**src/rtl/sync_fifo_pkg.sv**
```systemverilog
// Shared definitions for the sync_fifo block: default geometry, the
// occupancy-counter width helper and the default data word type.
// Optional feature macro: SYNC_FIFO_ERR_EN (sticky overflow/underflow outputs).
package sync_fifo_pkg;

  localparam int DEF_DATA_W = 8;
  localparam int DEF_DEPTH  = 16;

  // The occupancy counter must be able to hold DEPTH itself, so it needs
  // one bit more than the pointers.
  function automatic int cnt_width(input int depth);
    return $clog2(depth) + 1;
  endfunction

  typedef logic [DEF_DATA_W-1:0] data_t;

endpackage

```
**src/rtl/sync_fifo_if.sv**
```systemverilog
// Producer/consumer-facing signal bundle for sync_fifo.
// Optional feature macro: SYNC_FIFO_ERR_EN adds the overflow/underflow flags.
interface sync_fifo_if
  import sync_fifo_pkg::*;
#(
  parameter int DATA_W = DEF_DATA_W
);

  logic              wr;
  logic              rd;
  logic [DATA_W-1:0] din;
  logic [DATA_W-1:0] dout;
  logic              full;
  logic              empty;
`ifdef SYNC_FIFO_ERR_EN
  logic              overflow;
  logic              underflow;

  modport master (output wr, rd, din, input dout, full, empty, overflow, underflow);
  modport slave  (input wr, rd, din, output dout, full, empty, overflow, underflow);
`else
  modport master (output wr, rd, din, input dout, full, empty);
  modport slave  (input wr, rd, din, output dout, full, empty);
`endif

endinterface

```
**src/rtl/sync_fifo_mem.sv**
```systemverilog
// DEPTH x DATA_W storage for sync_fifo: synchronous write port and a
// registered read port whose output register clears on reset. The array
// itself is deliberately not reset.
module sync_fifo_mem #(
  parameter int DATA_W = 8,
  parameter int DEPTH  = 16,
  parameter int AW     = $clog2(DEPTH)
) (
  input  logic              clk,
  input  logic              rst,
  input  logic              we,
  input  logic [AW-1:0]     waddr,
  input  logic [DATA_W-1:0] wdata,
  input  logic              re,
  input  logic [AW-1:0]     raddr,
  output logic [DATA_W-1:0] rdata
);

  logic [DATA_W-1:0] mem [DEPTH];

  // Store the write word; a same-cycle read of this slot still sees the old word.
  always_ff @(posedge clk) begin
    if (we) begin
      mem[waddr] <= wdata;
    end
  end

  // Registered read data, held whenever no read is accepted.
  always_ff @(posedge clk or posedge rst) begin
    if (rst) begin
      rdata <= '0;
    end else if (re) begin
      rdata <= mem[raddr];
    end
  end

endmodule

```
**src/rtl/sync_fifo.sv**
```systemverilog
// Single-clock FIFO: pointers, occupancy count and status flags around a
// sync_fifo_mem storage array. A write while full is accepted only when a
// read frees a slot in the same cycle.
// Optional feature macro: SYNC_FIFO_ERR_EN adds sticky overflow/underflow flags.
module sync_fifo
  import sync_fifo_pkg::*;
#(
  parameter int DATA_W = DEF_DATA_W,
  parameter int DEPTH  = DEF_DEPTH
) (
  input logic        clk,
  input logic        rst,
  sync_fifo_if.slave bus
);

  localparam int AW = $clog2(DEPTH);
  localparam int CW = cnt_width(DEPTH);

  logic [AW-1:0] wr_ptr;
  logic [AW-1:0] rd_ptr;
  logic [CW-1:0] count;
  logic          wr_req;
  logic          rd_req;
  logic          wr_en;
  logic          rd_en;
  logic          full_q;
  logic          empty_q;

  // Requests count only when they are a clean 1, so X on wr/rd cannot move pointers.
  always_comb begin
    wr_req  = (bus.wr == 1'b1);
    rd_req  = (bus.rd == 1'b1);
    full_q  = (count == CW'(DEPTH));
    empty_q = (count == '0);
    rd_en   = rd_req && !empty_q;
    wr_en   = wr_req && (!full_q || rd_req);
  end

  assign bus.full  = full_q;
  assign bus.empty = empty_q;

  // Advance pointers on accepted transfers and track occupancy.
  always_ff @(posedge clk or posedge rst) begin
    if (rst) begin
      wr_ptr <= '0;
      rd_ptr <= '0;
      count  <= '0;
    end else begin
      if (wr_en) begin
        wr_ptr <= wr_ptr + AW'(1);
      end
      if (rd_en) begin
        rd_ptr <= rd_ptr + AW'(1);
      end
      case ({wr_en, rd_en})
        2'b10:   count <= count + CW'(1);
        2'b01:   count <= count - CW'(1);
        default: count <= count;
      endcase
    end
  end

`ifdef SYNC_FIFO_ERR_EN
  logic overflow_q;
  logic underflow_q;

  // Sticky error flags: dropped write while full, read attempted while empty.
  always_ff @(posedge clk or posedge rst) begin
    if (rst) begin
      overflow_q  <= 1'b0;
      underflow_q <= 1'b0;
    end else begin
      if (wr_req && full_q && !rd_req) begin
        overflow_q <= 1'b1;
      end
      if (rd_req && empty_q) begin
        underflow_q <= 1'b1;
      end
    end
  end

  assign bus.overflow  = overflow_q;
  assign bus.underflow = underflow_q;
`endif

  sync_fifo_mem #(
    .DATA_W (DATA_W),
    .DEPTH  (DEPTH),
    .AW     (AW)
  ) u_mem (
    .clk   (clk),
    .rst   (rst),
    .we    (wr_en),
    .waddr (wr_ptr),
    .wdata (bus.din),
    .re    (rd_en),
    .raddr (rd_ptr),
    .rdata (bus.dout)
  );

endmodule

```
**src/flat_wrapper.sv**
```systemverilog
// flat-port wrapper written by rule: the top's interface ports become plain ports
module sync_fifo_flat import sync_fifo_pkg::*;
#(
  parameter int DATA_W = DEF_DATA_W,
  parameter int DEPTH  = DEF_DEPTH
)
  (clk, rst, bus_wr, bus_rd, bus_din, bus_dout, bus_full, bus_empty);
  sync_fifo_if #(.DATA_W(DATA_W)) bus_i ();
  input logic clk;
  input logic rst;
  input wire logic [$bits(bus_i.wr)-1:0] bus_wr;
  input wire logic [$bits(bus_i.rd)-1:0] bus_rd;
  input wire logic [$bits(bus_i.din)-1:0] bus_din;
  output wire logic [$bits(bus_i.dout)-1:0] bus_dout;
  output wire logic [$bits(bus_i.full)-1:0] bus_full;
  output wire logic [$bits(bus_i.empty)-1:0] bus_empty;
  assign bus_i.wr = bus_wr;
  assign bus_i.rd = bus_rd;
  assign bus_i.din = bus_din;
  assign bus_dout = bus_i.dout;
  assign bus_full = bus_i.full;
  assign bus_empty = bus_i.empty;
  sync_fifo #(.DATA_W(DATA_W), .DEPTH(DEPTH)) u_core (.clk(clk), .rst(rst), .bus(bus_i));
endmodule
```
**config.mk**
```make
export PLATFORM = sky130hd
export DESIGN_NAME = sync_fifo_flat
export DESIGN_NICKNAME = d
export VERILOG_FILES = /design/src/rtl/sync_fifo_pkg.sv /design/src/rtl/sync_fifo_if.sv /design/src/rtl/sync_fifo_mem.sv /design/src/rtl/sync_fifo.sv /design/src/flat_wrapper.sv
export SDC_FILE = /design/constraint.sdc
export NUM_CORES = 1
export LEC_CHECK = 0
export CAP_MARGIN = 5
export CORE_ASPECT_RATIO = 0.5
export CORE_MARGIN = 5
export CORE_UTILIZATION = 60
export DETAILED_ROUTE_END_ITERATION = 10
export HOLD_SLACK_MARGIN = 0.05
export PLACE_DENSITY = 0.79
export SYNTH_ARGS = -nofsm -noshare
export SYNTH_HDL_FRONTEND = slang
export SYNTH_SLANG_ARGS = --single-unit
```
**constraint.sdc**
```tcl
create_clock -name clk -period 3.1 [get_ports clk]
set_input_delay 0.62 -clock clk [delete_from_list [all_inputs] [get_ports clk]]
set_output_delay 0.62 -clock clk [all_outputs]
set_load 0.01 [all_outputs]
```
==> impl_metrics.tcl <==
set metrics [dict create \
    leakage_nw 2.281 \
    ant_nets 0 \
    fin_skew_ps 8.488 \
    fin_area_sq_mm 0.006815 \
    clk_pin_slew_ps 60 \
    firstDrtPassIters 4 \
    routed_wl_um 11010 \
    synth_common_cells "128 x edfxtp_1, 32 x mux4_2, 21 x dfrtp_1" \
    tightest_slew_ps 826.9 \
    io_pins 22 \
    dpl_worst_slack_ps 91.84 \
    syn_avg_cell_area_sq_um 19.87 \
    fin_ws_ps 264.2 \
    gr-total-overflow 0 \
    grt_pass1_wl_um 17430 \
    max_cap_viol_count 0 \
    gp_congestion 0.8567 \
    die_y_um 80.37 \
    drt-vias-per-instance 6.111 \
    diodes 0 \
    synth.most_common_cell "edfxtp_1" \
    portBuffers 21 \
    slew_headroom 0.4482 \
    drv_slew 0 \
    clock_path_buffers 2 \
    crit_fanout 7 \
    cts-root-buf "clkbuf_16" \
    clock-sinks 149 \
    cts_tree "yes" \
    drtIter0Drc 289 \
    cp.required_ps 3440 \
    synth_edf_count 128 \
    timing.fmax_ghz 0.3526 \
    mappedNetlistArea_sq_mm 0.005942 \
    hold_violations 0 \
    nets 351 \
    setup_viol 0 \
    rsz0062_at_grt "false" \
    yosysWarnings 0 \
    setup-tns-final_ps 0 \
    seq_area_sq_mm 0.004370 \
    multi_input_area_sq_mm 0.001493 \
    yosysTopAreaCell "edfxtp_1" \
    core_area_sq_mm 0.009540 \
    synth_area_leaders "edfxtp_1 65%, mux4_2 12%, dfrtp_1 8.8%" \
    dr_total_vias 2915 \
    critPathArrivalTime_ps 3170 \
    final_cells 477 \
    post-route-drc-count 0 \
    start_util 0.6228 \
    synthCells 299 \
    drive_gt1_frac 0.2398 \
    placedCellCount 445 \
    finalCritPeriodShare 0.9148 \
    syn_to_final_growth_pct 14.70 \
    yosys_register_bits 149 \
    place.detailed.hpwl_um 7086 \
    htree_levels 4 \
    power.density_mw_per_mm2 924.2 \
    dpl-instance-area_sq_mm 0.006296 \
    wl_per_cell_um 23.09 \
    grt_max_degree 22 \
    ctsHoldBuffers 0 \
    cts_buffers 17 \
    ys.flop_type "edfxtp_1" \
    post_cts_resized 0 \
    dieArea_sq_mm 0.01211 \
    startpoint_type "flip-flop" \
    hold_class "flip-flop to flip-flop" \
    nFillCells 551 \
    clock_latency_ps 420 \
    period_needed_ps 2836 \
    syn-num-nets 321 \
    rows 25 \
    antenna_found_initial 0 \
    peakVddDrop_v 0.0004914 \
    crit_type "flip-flop to flip-flop" \
    seq_area_frac_synth 0.7353 \
    ys_types 33 \
    grt_pass1_vias 3015 \
    async_flop_share 0.1409 \
    critPathCaptureType "flip-flop" \
    status "finished, final reports clean" \
    post_cts_buffers 0 \
    grt_use_total 0.2057 \
    die_w_um 150.7 \
    synth_top_area_share 0.6469 \
]
-- sequential cells by signal, summed over array words and instances (netlist names) --
register	flops
u_core.rd_ptr	4
u_core.u_mem.mem	128
u_core.wr_ptr	4
u_core.u_mem.rdata	8
u_core.count	5
-- layout make-up --
type,count,area share
Sequential cell,149,0.6413
Multi-Input combinational cell,132,0.2190
Clock buffer,18,0.06297
Timing Repair Buffer,24,0.03598
Tap cell,135,0.02478
Clock inverter,14,0.01322
Inverter,5,0.002754
-- through the flow --
stage / total power, mW / utilization / hold WS [ps]
5_1_grt: 6.596 / 0.7144 / 572.0
3_5_place_dp: 4.548 / 0.6599 / 523.1
6_report: 6.299 / 0.7144 / 536.8
3_3_place_gp: 4.453 / 0.6599 / 496.4
4_1_cts: 6.332 / 0.7144 / 536.0
2_1_floorplan: 3.974 / - / 481.7
-- logic make-up after synthesis --
kind of cell / count (synthesis) / synth area share
flip-flops: 149 / 0.7353
multiplexers: 43 / 0.1419
AND/OR/NAND/NOR: 35 / 0.03538
AO/OA/AOI/OAI: 34 / 0.03685
buffers and inverters: 18 / 0.01348
XOR/XNOR: 10 / 0.01474
adder cells (fa/ha/maj): 10 / 0.02232
-- critical path, stage by stage, from the launching register on --
cell,delay (ps)
dfrtp_1,430
or4_4,590
o31a_4,340
inv_2,90
ha_1,300
ha_1,330
a21o_1,170
a21oi_1,160
mux2i_1,230
xnor2_1,130
-- worst paths after layout --
check	from	endpoint	slack, ps	cells past startpoint
worst max register to register	u_core.count[0]$_DFFE_PP0P_	u_core.count[4]$_DFFE_PP0P_	260	9
max in group asynchronous	rst	u_core.rd_ptr[1]$_DFFE_PP0P_	1850	2
min in group asynchronous	rst	u_core.u_mem.rdata[1]$_DFFE_PP0P_	680	2
worst max-delay path	u_core.count[0]$_DFFE_PP0P_	u_core.count[4]$_DFFE_PP0P_	260	9
worst min register to register	u_core.count[2]$_DFFE_PP0P_	u_core.count[2]$_DFFE_PP0P_	540	2
worst min-delay path	u_core.count[2]$_DFFE_PP0P_	u_core.count[2]$_DFFE_PP0P_	540	2
-- cell usage in the layout (no fill, tap or decap), drive strengths merged --
master	n
a211oi	1
a21o	2
a21oi	10
and2	16
and3	1
buf	3
clkbuf	18
clkdlybuf4s50	21
clkinv	10
clkinvlp	4
dfrtp	21
edfxtp	128
fa	1
ha	9
inv	5
mux2	10
mux2i	1
mux4	32
nand2	5
nand2b	1
nand4	2
nor2	3
nor2b	2
nor3	1
nor3b	2
o211ai	1
o21a	1
o21ai	3
o22ai	15
o31a	1
or2	1
or4	1
xnor2	8
xor2	2
-- per-layer routing --
metal,global-route usage,up-vias,wire length (um)
met5,0,-,0
li1,-,1265,-
met2,0.3041,84,5233
met4,0.08680,0,163
met1,0.2942,1551,4831
met3,0.05411,15,784
-- where the power goes --
part           switching [mW]  internal [mW]
Sequential              0.312           2.49
Combinational           0.793          0.910
Clock                   0.778           1.01
(Power assumes the default switching activity.)
